[src/rtl/alu_share_arbiter_if.sv]
// Requester-side request/response bundle for alu_share_arbiter (two ports).
// No logic; the slave modport is the arbiter's view, master is the requesters'.
interface alu_share_arbiter_if #(
    parameter int DATA_W = 32,
    parameter int OP_W   = 4
);
    logic              req0_valid;
    logic              req0_ready;
    logic [OP_W-1:0]   req0_op;
    logic [DATA_W-1:0] req0_in1;
    logic [DATA_W-1:0] req0_in2;
    logic              req1_valid;
    logic              req1_ready;
    logic [OP_W-1:0]   req1_op;
    logic [DATA_W-1:0] req1_in1;
    logic [DATA_W-1:0] req1_in2;

    logic              rsp0_valid;
    logic              rsp0_ready;
    logic [DATA_W-1:0] rsp0_result;
    logic              rsp0_bcond;
    logic              rsp1_valid;
    logic              rsp1_ready;
    logic [DATA_W-1:0] rsp1_result;
    logic              rsp1_bcond;

    modport slave (
        input  req0_valid, req0_op, req0_in1, req0_in2,
        input  req1_valid, req1_op, req1_in1, req1_in2,
        output req0_ready, req1_ready,
        output rsp0_valid, rsp0_result, rsp0_bcond,
        output rsp1_valid, rsp1_result, rsp1_bcond,
        input  rsp0_ready, rsp1_ready
    );

    modport master (
        output req0_valid, req0_op, req0_in1, req0_in2,
        output req1_valid, req1_op, req1_in1, req1_in2,
        input  req0_ready, req1_ready,
        input  rsp0_valid, rsp0_result, rsp0_bcond,
        input  rsp1_valid, rsp1_result, rsp1_bcond,
        output rsp0_ready, rsp1_ready
    );
endinterface

[src/rtl/alu_share_arbiter.sv]
// Purpose: shares one single-cycle ALU between EX stage (port 0) and branch/address helper (port 1).
// Latency: accept at T, response valid at T+2; min issue interval 3 cycles.
// Backpressure: holds in RESP until the owner's rsp_ready; no new accept meanwhile. ALU_ARB_FIXED_PRIO_EN = port 0 always wins.
module alu_share_arbiter #(
    parameter int DATA_W = 32,
    parameter int OP_W   = 4
) (
    input  logic                clk,
    input  logic                reset_n,
    alu_share_arbiter_if.slave  arb,
    output logic [OP_W-1:0]     alu_op_alu,
    output logic [DATA_W-1:0]   alu_in_1,
    output logic [DATA_W-1:0]   alu_in_2,
    input  logic [DATA_W-1:0]   alu_result,
    input  logic                alu_bcond,
    output logic                busy
);
    typedef enum logic [1:0] {IDLE, EXEC, RESP} state_t;

    state_t            state;
    logic              owner;
    logic              last_grant;
    logic [OP_W-1:0]   issue_op;
    logic [DATA_W-1:0] issue_in1;
    logic [DATA_W-1:0] issue_in2;
    logic              rsp0_vld_q;
    logic              rsp1_vld_q;
    logic [DATA_W-1:0] rsp0_result_q;
    logic [DATA_W-1:0] rsp1_result_q;
    logic              rsp0_bcond_q;
    logic              rsp1_bcond_q;
    logic              grant0;
    logic              grant1;
    logic              owner_rsp_ready;

    always_comb begin
        grant0 = 1'b0;
`ifdef ALU_ARB_FIXED_PRIO_EN
        grant0 = arb.req0_valid;
`else
        // Port 0 wins a tie only if port 1 had the previous grant.
        grant0 = arb.req0_valid && (!arb.req1_valid || last_grant);
`endif
        grant1 = arb.req1_valid && !grant0;
    end

    assign arb.req0_ready = (state == IDLE) && grant0;
    assign arb.req1_ready = (state == IDLE) && grant1;
    assign owner_rsp_ready = owner ? arb.rsp1_ready : arb.rsp0_ready;

    always_ff @(posedge clk or negedge reset_n) begin
        if (!reset_n) begin
            state         <= IDLE;
            owner         <= 1'b0;
            last_grant    <= 1'b1;
            issue_op      <= '0;
            issue_in1     <= '0;
            issue_in2     <= '0;
            rsp0_vld_q    <= 1'b0;
            rsp1_vld_q    <= 1'b0;
            rsp0_result_q <= '0;
            rsp1_result_q <= '0;
            rsp0_bcond_q  <= 1'b0;
            rsp1_bcond_q  <= 1'b0;
        end else begin
            case (state)
                IDLE: begin
                    if (grant0 || grant1) begin
                        issue_op  <= grant1 ? arb.req1_op  : arb.req0_op;
                        issue_in1 <= grant1 ? arb.req1_in1 : arb.req0_in1;
                        issue_in2 <= grant1 ? arb.req1_in2 : arb.req0_in2;
                        owner     <= grant1;
`ifndef ALU_ARB_FIXED_PRIO_EN
                        last_grant <= grant1;
`endif
                        state     <= EXEC;
                    end
                end
                EXEC: begin
                    if (owner) begin
                        rsp1_result_q <= alu_result;
                        rsp1_bcond_q  <= alu_bcond;
                        rsp1_vld_q    <= 1'b1;
                    end else begin
                        rsp0_result_q <= alu_result;
                        rsp0_bcond_q  <= alu_bcond;
                        rsp0_vld_q    <= 1'b1;
                    end
                    state <= RESP;
                end
                RESP: begin
                    if (owner_rsp_ready) begin
                        rsp0_vld_q <= 1'b0;
                        rsp1_vld_q <= 1'b0;
                        state      <= IDLE;
                    end
                end
                default: state <= IDLE;
            endcase
        end
    end

    // ALU is fed only from the issue registers, never combinationally from a request.
    assign alu_op_alu      = issue_op;
    assign alu_in_1        = issue_in1;
    assign alu_in_2        = issue_in2;
    assign arb.rsp0_valid  = rsp0_vld_q;
    assign arb.rsp1_valid  = rsp1_vld_q;
    assign arb.rsp0_result = rsp0_result_q;
    assign arb.rsp1_result = rsp1_result_q;
    assign arb.rsp0_bcond  = rsp0_bcond_q;
    assign arb.rsp1_bcond  = rsp1_bcond_q;
    assign busy            = (state != IDLE);
endmodule

[src/flat_wrapper.sv]
// flat-port wrapper written by rule: the top's interface ports become plain ports
module alu_share_arbiter_flat 
#(
    parameter int DATA_W = 32,
    parameter int OP_W   = 4
)
  (clk, reset_n, alu_op_alu, alu_in_1, alu_in_2, alu_result, alu_bcond, busy, arb_req0_valid, arb_req0_op, arb_req0_in1, arb_req0_in2, arb_req1_valid, arb_req1_op, arb_req1_in1, arb_req1_in2, arb_req0_ready, arb_req1_ready, arb_rsp0_valid, arb_rsp0_result, arb_rsp0_bcond, arb_rsp1_valid, arb_rsp1_result, arb_rsp1_bcond, arb_rsp0_ready, arb_rsp1_ready);
  alu_share_arbiter_if #(.DATA_W(DATA_W), .OP_W(OP_W)) arb_i ();
  input  logic clk;
  input  logic reset_n;
  output logic [OP_W-1:0] alu_op_alu;
  output logic [DATA_W-1:0] alu_in_1;
  output logic [DATA_W-1:0] alu_in_2;
  input  logic [DATA_W-1:0] alu_result;
  input  logic alu_bcond;
  output logic busy;
  input wire logic [$bits(arb_i.req0_valid)-1:0] arb_req0_valid;
  input wire logic [$bits(arb_i.req0_op)-1:0] arb_req0_op;
  input wire logic [$bits(arb_i.req0_in1)-1:0] arb_req0_in1;
  input wire logic [$bits(arb_i.req0_in2)-1:0] arb_req0_in2;
  input wire logic [$bits(arb_i.req1_valid)-1:0] arb_req1_valid;
  input wire logic [$bits(arb_i.req1_op)-1:0] arb_req1_op;
  input wire logic [$bits(arb_i.req1_in1)-1:0] arb_req1_in1;
  input wire logic [$bits(arb_i.req1_in2)-1:0] arb_req1_in2;
  output wire logic [$bits(arb_i.req0_ready)-1:0] arb_req0_ready;
  output wire logic [$bits(arb_i.req1_ready)-1:0] arb_req1_ready;
  output wire logic [$bits(arb_i.rsp0_valid)-1:0] arb_rsp0_valid;
  output wire logic [$bits(arb_i.rsp0_result)-1:0] arb_rsp0_result;
  output wire logic [$bits(arb_i.rsp0_bcond)-1:0] arb_rsp0_bcond;
  output wire logic [$bits(arb_i.rsp1_valid)-1:0] arb_rsp1_valid;
  output wire logic [$bits(arb_i.rsp1_result)-1:0] arb_rsp1_result;
  output wire logic [$bits(arb_i.rsp1_bcond)-1:0] arb_rsp1_bcond;
  input wire logic [$bits(arb_i.rsp0_ready)-1:0] arb_rsp0_ready;
  input wire logic [$bits(arb_i.rsp1_ready)-1:0] arb_rsp1_ready;
  assign arb_i.req0_valid = arb_req0_valid;
  assign arb_i.req0_op = arb_req0_op;
  assign arb_i.req0_in1 = arb_req0_in1;
  assign arb_i.req0_in2 = arb_req0_in2;
  assign arb_i.req1_valid = arb_req1_valid;
  assign arb_i.req1_op = arb_req1_op;
  assign arb_i.req1_in1 = arb_req1_in1;
  assign arb_i.req1_in2 = arb_req1_in2;
  assign arb_req0_ready = arb_i.req0_ready;
  assign arb_req1_ready = arb_i.req1_ready;
  assign arb_rsp0_valid = arb_i.rsp0_valid;
  assign arb_rsp0_result = arb_i.rsp0_result;
  assign arb_rsp0_bcond = arb_i.rsp0_bcond;
  assign arb_rsp1_valid = arb_i.rsp1_valid;
  assign arb_rsp1_result = arb_i.rsp1_result;
  assign arb_rsp1_bcond = arb_i.rsp1_bcond;
  assign arb_i.rsp0_ready = arb_rsp0_ready;
  assign arb_i.rsp1_ready = arb_rsp1_ready;
  alu_share_arbiter #(.DATA_W(DATA_W), .OP_W(OP_W)) u_core (.clk(clk), .reset_n(reset_n), .arb(arb_i), .alu_op_alu(alu_op_alu), .alu_in_1(alu_in_1), .alu_in_2(alu_in_2), .alu_result(alu_result), .alu_bcond(alu_bcond), .busy(busy));
endmodule
[config.mk]
export PLATFORM = sky130hd
export DESIGN_NAME = alu_share_arbiter_flat
export DESIGN_NICKNAME = d
export VERILOG_FILES = /design/src/rtl/alu_share_arbiter_if.sv /design/src/rtl/alu_share_arbiter.sv /design/src/flat_wrapper.sv
export SDC_FILE = /design/constraint.sdc
export NUM_CORES = 1
export LEC_CHECK = 0
export CORE_AREA = 2 2 122 124
export DETAILED_ROUTE_END_ITERATION = 12
export DIE_AREA = 0 0 124 126
export PLACE_DENSITY = 0.85
export SYNTH_ARGS = -nofsm -noshare
export SYNTH_HDL_FRONTEND = slang
export SYNTH_SLANG_ARGS = --single-unit
[constraint.sdc]
create_clock -name clk -period 2.59 [get_ports clk]
set_input_delay 0.6475 -clock clk [delete_from_list [all_inputs] [get_ports clk]]
set_output_delay 0.6475 -clock clk [all_outputs]
set_load 0.02 [all_outputs]
==> results of run 1 <==
## where the power goes
part           switching, mW  leakage (nW)  total [mW]  internal (mW)
registers              0.627          1.68        3.94           3.31
clock network          0.911         0.289        2.47           1.56
logic                   3.21          2.45        6.30           3.09
## through the flow
stage / util / cells
final: 0.692 / 986
after global routing: 0.692 / 986
after CTS: 0.693 / 986
after detailed placement: 0.651 / 954
after global placement: 0.651 / 954
after floorplan: - / 472
## layout by cell type (no fill, tap or decap), types with 3 or more instances in the layout
master           instances
a21oi_1                  3
buf_12                   5
buf_4                    9
bufinv_16                3
clkbuf_16               17
clkdlybuf4s50_1        309
clkinv_2                 4
clkinvlp_4               3
dfrtp_1                139
ha_1                     4
inv_1                    5
mux2_1                  68
mux2i_1                 69
nand2_1                 69
nor2_1                   3
o21ai_1                 68
## how the worst max path moves through the flow
stage                                      from             end  cells past startpoint
global route        u_core.state[0]$_DFFE_PN0P_  arb_req0_ready                      5
CTS                              arb_req1_valid  arb_req1_ready                      4
global placement                 arb_req1_valid  arb_req1_ready                      4
detailed placement               arb_req1_valid  arb_req1_ready                      4
floorplan                        arb_req1_valid  arb_req1_ready                      4
finish                           arb_req1_valid  arb_req1_ready                      4
## sequential cells by signal, indices dropped and copies added (netlist names)
register / flops
u_core.last_grant: 1
u_core.arb.rsp1_bcond: 1
u_core.arb.rsp1_valid: 1
u_core.arb.rsp0_bcond: 1
u_core.alu_in_2: 32
u_core.owner: 1
u_core.arb.rsp1_result: 32
u_core.arb.rsp0_result: 32
u_core.alu_in_1: 32
u_core.state: 2
u_core.arb.rsp0_valid: 1
u_core.alu_op_alu: 4
## synth_stat cells (all sizes together)
cell type  count
dfrtp        139
nand2         70
mux2i         69
o21ai         69
mux2          68
buf           20
clkbuf         9
ha             5
inv            5
a21oi          3
nor2           3
o22a           2
a21bo          1
a22oi          1
a31oi          1
and2           1
dfstp          1
nand2b         1
nand3          1
nand3b         1
nor2b          1
o22ai          1
## final cells by class
| class | instances | area [um2] | share of cell area |
|---|---|---|---|
| Timing Repair Buffer | 327 | 3290 | 0.332 |
| Sequential cell | 140 | 3500 | 0.354 |
| Clock inverter | 11 | 141 | 0.0143 |
| Clock buffer | 21 | 460 | 0.0465 |
| Tap cell | 184 | 230 | 0.0232 |
| Inverter | 5 | 18.8 | 0.00189 |
| Multi-Input combinational cell | 298 | 2260 | 0.228 |
## logic make-up after synthesis
family | after synthesis | synth area share
flip-flops | 140 | 0.582
multiplexers | 137 | 0.242
AO/OA/AOI/OAI | 78 | 0.0683
AND/OR/NAND/NOR | 78 | 0.0511
buffers and inverters | 34 | 0.0465
adder cells (fa/ha/maj) | 5 | 0.0104
## worst max-delay path, delay by kind of cell
kind | cells | cell delay (ns)
AO/OA/AOI/OAI | 1 | 0.26
buffers and inverters | 2 | 0.79
AND/OR/NAND/NOR | 1 | 0.08
## per-layer routing
metal | GRT usage | share of wire
met1 | 0.225 | 0.36
met2 | 0.400 | 0.52
met3 | 0.0815 | 0.091
met4 | 0.100 | 0.034
met5 | 0 | 0
==> results.cfg, run 1 <==
[final_layout]
fin_nets = 969
fin_area_um2 = 9910
n_fill_cell = 1019
area_delta_synth_final_pct = 64.6
antenna-diode-count = 0
drive_gt1_frac = 0.0661

[pwr]
p_per_area_nw_per_um2 = 1280
ir_drop_mv = 0.571
total_power_mw = 12.7
p_leak_nw = 4.41

[drt]
wirelength_um = 17200
post-route-drc-count = 0
viasPerCell = 4.97
first_pass_iters = 4
drt_iter0_drc = 240
wl_per_cell_um = 17.4
routed-via-count = 4904
antenna_left = 0

[synthesis]
synth_cell_types = 28
syn_nets = 652
syn-instance-count = 472
postSynthAreaPerCell_um2 = 12.8
yosysWarningCount = 0
ys_ff_latch = 140
synth_largest_area_cell = dfrtp_1
ys_seq_area_frac = 0.582
yosysTopAreaCellShare = 0.577
synthesis.area_um2 = 6020
synth_top_cells_by_area = dfrtp_1 (58%), mux2_1 (13%), mux2i_1 (11%), o21ai_1 (5.7%), nand2_1 (4.3%)

[worst_setup_path]
endpoint_kind = output pin
path_class = primary input to output pin
critPathMaxStageDelay_ns = 0.60
r2r_end = u_core.arb.rsp1_result[4]$_DFFE_PN0P_
slowest_stage = clkdlybuf4s50_1
regToRegStartpoint = u_core.state[1]$_DFFE_PN0P_
r2r.worst_path.cells = 4
cp.required_ns = 1.94
cp-start-kind = primary input
crit_chain = clkdlybuf4s50_1 > a21bo_4 > nor2_1 > clkbuf_2
r2r_slack_ns = 0.59
crit_path_max_fanout = 5
crit_arrival_ns = 1.78

[timing]
hold_viol = 0
skew_ns = 0.00609
period_needed_ns = 2.43
fmax_mhz = 411
worst_slew_pin_slew_ns = 0.877
fin_ws_ns = 0.159
setup_violations = 0
rsz0062_at_grt = false
slew_viol_final = 0
fin_crit_sh = 0.939
max_slew_margin = 0.414
fin_setup_tns_ns = 0
whs_ns = 0.288

[grt]
grt_first_pass_wirelength_um = 26600
grt-ovfl-total = 0
gr-usage-all-layers = 0.222
antenna_found_initial = 0
grt_pass1_vias = 5333
grt_max_degree = 141

[floorplan]
io_pins = 314
fp.dieW_um = 124
core_um2 = 14300
num_rows = 44
start_util = 0.421
die_h_um = 126
die_area_um2 = 15600

[clock_network]
cts_tree = done
clock_path_buffers = 2
post_cts_buffers = 0
cts_root_buf = clkbuf_16
cts_buffers = 17
ctsResizeCount = 4
hold_buffers = 0
cts_sinks = 140
cts.htree.levels = 4
insertion_delay_ns = 0.41
path_clk_slew_ns = 0.05

[job]
max-cap-violations = 0

[placement]
dp_hpwl_um = 12800
port_buffers = 313
place_area_um2 = 9320
gp_congestion = 0.773
dp_slack_ns = -0.275

[min_path]
hold_class = primary input to async pin

[status]
outcome = finished, final reports clean
Power figures use the tool's default switching activity.
==> run 2, diff against run 1 <==
- RECOVER_POWER: default -> 100
==> results.cfg, run 2 (synthesized netlist as in run 1, its figures left out) <==
[pwr]
p_leak_nw = 4.47
p_per_area_nw_per_um2 = 1230
ir_drop_mv = 0.540

[final_layout]
layout_common_cells = clkdlybuf4s50_1 (172), dfrtp_1 (139), dlygate4sd3_1 (137)
area_delta_synth_final_pct = 63.5
antenna-diode-count = 0
final_common_cell = clkdlybuf4s50_1
finalCoreUtilization = 0.688
drive_gt1_frac = 0.0574
fin_nets = 969
stdcell_count = 986

[floorplan]
fp.dieW_um = 124
start_util = 0.421
num_rows = 44
core_um2 = 14300
io_pins = 314
die_h_um = 126
die_area_um2 = 15600

[worst_setup_path]
endpoint = arb_req1_ready
cp-startpoint = arb_req0_valid
crit_path_max_fanout = 3
r2r_slack_ns = 0.35
path_class = primary input to output pin
r2r_end = u_core.arb.rsp0_result[4]$_DFFE_PN0P_
crit_arrival_ns = 1.83
cp-start-kind = primary input
regToRegStartpoint = u_core.state[1]$_DFFE_PN0P_
cp.required_ns = 1.94
r2r.worst_path.cells = 5
endpoint_kind = output pin

[grt]
grt_max_degree = 141
grt-ovfl-total = 0
grt_first_pass_wirelength_um = 26600
gr-usage-all-layers = 0.222
antenna_found_initial = 0
grt_pass1_vias = 5333

[clock_network]
clock_path_buffers = 2
cts_buffers = 17
cts_root_buf = clkbuf_16
path_clk_slew_ns = 0.06
cts_tree = done
hold_buffers = 0
cts.htree.levels = 4
insertion_delay_ns = 0.41
post_cts_buffers = 0
cts_sinks = 140

[drt]
first_pass_iters = 4
post-route-drc-count = 0
wl_per_cell_um = 17.4
viasPerCell = 4.97
antenna_left = 0
drt_iter0_drc = 209
routed-via-count = 4903
wirelength_um = 17100

[placement]
dp_hpwl_um = 12800
place_inst = 954
gp_congestion = 0.773
dp_slack_ns = -0.275
port_buffers = 313

[job]
max-cap-violations = 1

[timing]
setup_violations = 0
max_slew_margin = -0.238
worst_slew_pin_slew_ns = 1.86
fmax_mhz = 403
fin_ws_ns = 0.110
slew_viol_final = 141
fin_crit_sh = 0.958
skew_ns = 0.00633
rsz0062_at_grt = false
period_needed_ns = 2.48
fin_setup_tns_ns = 0
whs_ns = 0.475
hold_viol = 0

[min_path]
hold_class = flip-flop to flip-flop

[status]
violations = capacitance limit, slew limit
outcome = finished with violations
==> run 2: critical path: stages <==
cell and delay (ns):
dlygate4sd3_1 0.59, a21bo_4 0.23, nor2_1 0.08, clkbuf_1 0.28
==> run 2: routing by layer <==
| layer | routed length [um] | global-route usage | vias up |
|---|---|---|---|
| li1 | - | - | 2285 |
| met1 | 6100 | 0.225 | 2358 |
| met2 | 8880 | 0.400 | 215 |
| met3 | 1580 | 0.0815 | 45 |
| met4 | 577 | 0.100 | 0 |
| met5 | 0 | 0 | - |
==> run 2: final cells by class <==
class	instances	area (um2)
well taps	184	230
inverters	5	18.8
multi-input cells	298	2240
flip-flops and latches	140	3500
clock buffers	21	460
fillers	1031	4470
clock inverters	11	141
repair buffers	327	3250
==> run 2: per-stage QoR <==
step           area (um2)  total power, mW
3_3_place_gp         9320             10.0
6_report             9850             12.1
4_1_cts              9920             12.9
5_1_grt              9850             12.8
3_5_place_dp         9320             10.3
2_1_floorplan        6020             7.14
==> run 2: repair_timing <==
action | CTS | global route
endpoints found under the setup margin | 3 | 3
cloned | 0 | 0
resized for setup | 4 | 4
==> run 2: how the worst min path moves through the flow <==
stage / endpoint / startpoint / slack (ns) / cells past startpoint
2_1_floorplan: u_core.alu_in_1[0]$_DFFE_PN0P_ / reset_n / 0.35 / 0
3_5_place_dp: u_core.arb.rsp0_result[27]$_DFFE_PN0P_ / u_core.arb.rsp0_result[27]$_DFFE_PN0P_ / 0.47 / 1
4_1_cts: u_core.arb.rsp1_result[15]$_DFFE_PN0P_ / reset_n / 0.39 / 2
5_1_grt: u_core.arb.rsp0_result[20]$_DFFE_PN0P_ / u_core.arb.rsp0_result[20]$_DFFE_PN0P_ / 0.49 / 1
3_3_place_gp: u_core.arb.rsp0_result[31]$_DFFE_PN0P_ / u_core.arb.rsp0_result[31]$_DFFE_PN0P_ / 0.47 / 1
6_report: u_core.alu_in_1[9]$_DFFE_PN0P_ / u_core.alu_in_1[9]$_DFFE_PN0P_ / 0.47 / 2
==> run 2: where the power goes <==
part / switching [mW] / internal [mW]
Clock: 0.915 / 1.56
Sequential: 0.573 / 3.31
Combinational: 3.16 / 2.61
==> run 3, diff against run 2 <==
==> constraint.sdc (replaced) <==
create_clock -name clk -period 2.59 [get_ports clk]
set_input_delay 0.518 -clock clk [delete_from_list [all_inputs] [get_ports clk]]
set_output_delay 0.518 -clock clk [all_outputs]
set_load 0.02 [all_outputs]
==> results.cfg, run 3 (synthesized netlist as in run 1, its figures left out) <==
[final_layout]
antenna-diode-count = 0
n_fill_cell = 979
final_common_cell = clkdlybuf4s50_1
area_delta_synth_final_pct = 64.2
fin_nets = 968
layout_common_cells = clkdlybuf4s50_1 (172), dfrtp_1 (139), dlygate4sd3_1 (137)
fin_area_um2 = 9890
drive_gt1_frac = 0.0587

[clock_network]
clock_path_buffers = 2
cts_sinks = 140
cts_root_buf = clkbuf_16
insertion_delay_ns = 0.41
path_clk_slew_ns = 0.06
cts_buffers = 17
cts_tree = done
cts.htree.levels = 4

[pwr]
p_per_area_nw_per_um2 = 1230
p_leak_nw = 4.50
p_switching_mw = 4.59
p_int_mw = 7.59
swShare = 0.377
p_comb_frac = 0.473
clockPowerShare = 0.210
ir_drop_mv = 0.593
seq_power_share = 0.317

[timing]
fin_setup_tns_ns = 0
slew_viol_final = 141
skew_ns = 0.00679
max_slew_margin = -0.255
fin_crit_sh = 0.939
rsz0062_at_grt = false
fmax_mhz = 411
period_needed_ns = 2.43
worst_slew_pin_slew_ns = 1.88
setup_violations = 0
hold_viol = 0

[min_path]
min_from = u_core.alu_in_2[25]$_DFFE_PN0P_
hold_class = flip-flop to flip-flop

[grt]
met3_usage = 0.0870
antenna_found_initial = 0
grt-ovfl-total = 0
grt_max_degree = 141
use_met1 = 0.221
grt_busiest_layer = met2
gr-usage-all-layers = 0.218
use_met2 = 0.389
grt_pass1_vias = 5297
grt_first_pass_wirelength_um = 26100

[drt]
antenna_left = 0
wirelength_um = 16800
viasPerCell = 4.93
routed-via-count = 4854
post-route-drc-count = 0
wl_per_cell_um = 17.1
first_pass_iters = 4
drt_iter0_drc = 199

[floorplan]
die_h_um = 126
die_area_um2 = 15600
num_rows = 44
core_um2 = 14300
start_util = 0.421
fp.dieW_um = 124
io_pins = 314

[placement]
gp_congestion = 0.780
dp_hpwl_um = 12700
port_buffers = 313
place_area_um2 = 9310

[worst_setup_path]
path_class = primary input to flip-flop
crit_chain = dlygate4sd3_1 > a21bo_4 > clkbuf_4 > mux2i_1 > o21ai_0
cp.required_ns = 2.87
slowest_stage = clkbuf_4
critPathMaxStageDelay_ns = 0.91
cp-startpoint = arb_req0_valid
cp-start-kind = primary input
crit_arrival_ns = 2.71
crit_path_max_fanout = 69
endpoint_kind = flip-flop
regToRegStartpoint = u_core.last_grant$_DFFE_PN1P_
r2r_slack_ns = 0.34

[job]
max-cap-violations = 1

[status]
violations = capacitance limit, slew limit
outcome = finished with violations
run 3: changes by cell type in the layout (fill, tap and decap cells not counted), sizes merged:
cell | before | now
clkbuf | 32 | 25
buf | 7 | 10
clkinvlp | 3 | 1
dlygate4sd2 | 0 | 2
bufinv | 3 | 4
clkdlybuf4s25 | 0 | 1
clkinv | 4 | 5
run 3: timing repair:
action | CTS | global route
hold buffers | 0 | 0
endpoints found under the setup margin | 2 | 1
setup buffers | 0 | 0
resized for setup | 2 | 1
cloned | 0 | 0
run 3: power by group through the flow:
| stage | Sequential [mW] | Clock (mW) | Combinational (mW) |
|---|---|---|---|
| final | 3.87 | 2.56 | 5.76 |
| after global routing | 4.01 | 2.72 | 6.21 |
| after CTS | 3.93 | 2.61 | 6.36 |
| after detailed placement | 3.95 | 0 | 6.33 |
| after global placement | 3.88 | 0 | 6.17 |
| after floorplan | 5.18 | 0 | 1.96 |
run 3: layer usage:
layer / wire length [um] / vias up
met4: 548 / 0
met2: 8620 / 222
met5: 0 / -
met3: 1660 / 47
li1: - / 2277
met1: 6010 / 2308
run 3: stage by stage:
stage / hold slack, ns / instances / power [mW] / setup slack, ns / utilization
2_1_floorplan: 0.222 / 472 / 7.14 / 0.779 / -
5_1_grt: 0.496 / 985 / 12.9 / 0.0352 / 0.691
4_1_cts: 0.248 / 985 / 12.9 / 0.0900 / 0.694
3_3_place_gp: 0.466 / 953 / 10.0 / 0.0729 / 0.650
3_5_place_dp: 0.475 / 953 / 10.3 / 0.0735 / 0.650
6_report: 0.471 / 985 / 12.2 / 0.157 / 0.691
run 3: worst paths after layout:
kind,to,cells after the start
max,u_core.alu_in_1[18]$_DFFE_PN0P_,5
min,u_core.alu_in_2[25]$_DFFE_PN0P_,2
max reg2reg,u_core.alu_in_1[18]$_DFFE_PN0P_,4
min reg2reg,u_core.alu_in_2[25]$_DFFE_PN0P_,2
max in group asynchronous,u_core.alu_in_1[20]$_DFFE_PN0P_,2
min in group asynchronous,u_core.arb.rsp1_result[13]$_DFFE_PN0P_,2
run 3: critical path, delay by kind of cell:
kind,cells,cell delay (ns)
compound gates,2,0.28
mux,1,0.28
buf+inv,2,1.52
run 3: cell type report:
class | count | area [um2] | area share
clock buffer | 21 | 460 | 0.0466
clock inverter | 11 | 165 | 0.0167
inverter | 5 | 18.8 | 0.00190
multi-input combinational | 298 | 2250 | 0.228
sequential | 140 | 3500 | 0.354
tap | 184 | 230 | 0.0233
timing repair buffer | 326 | 3260 | 0.329
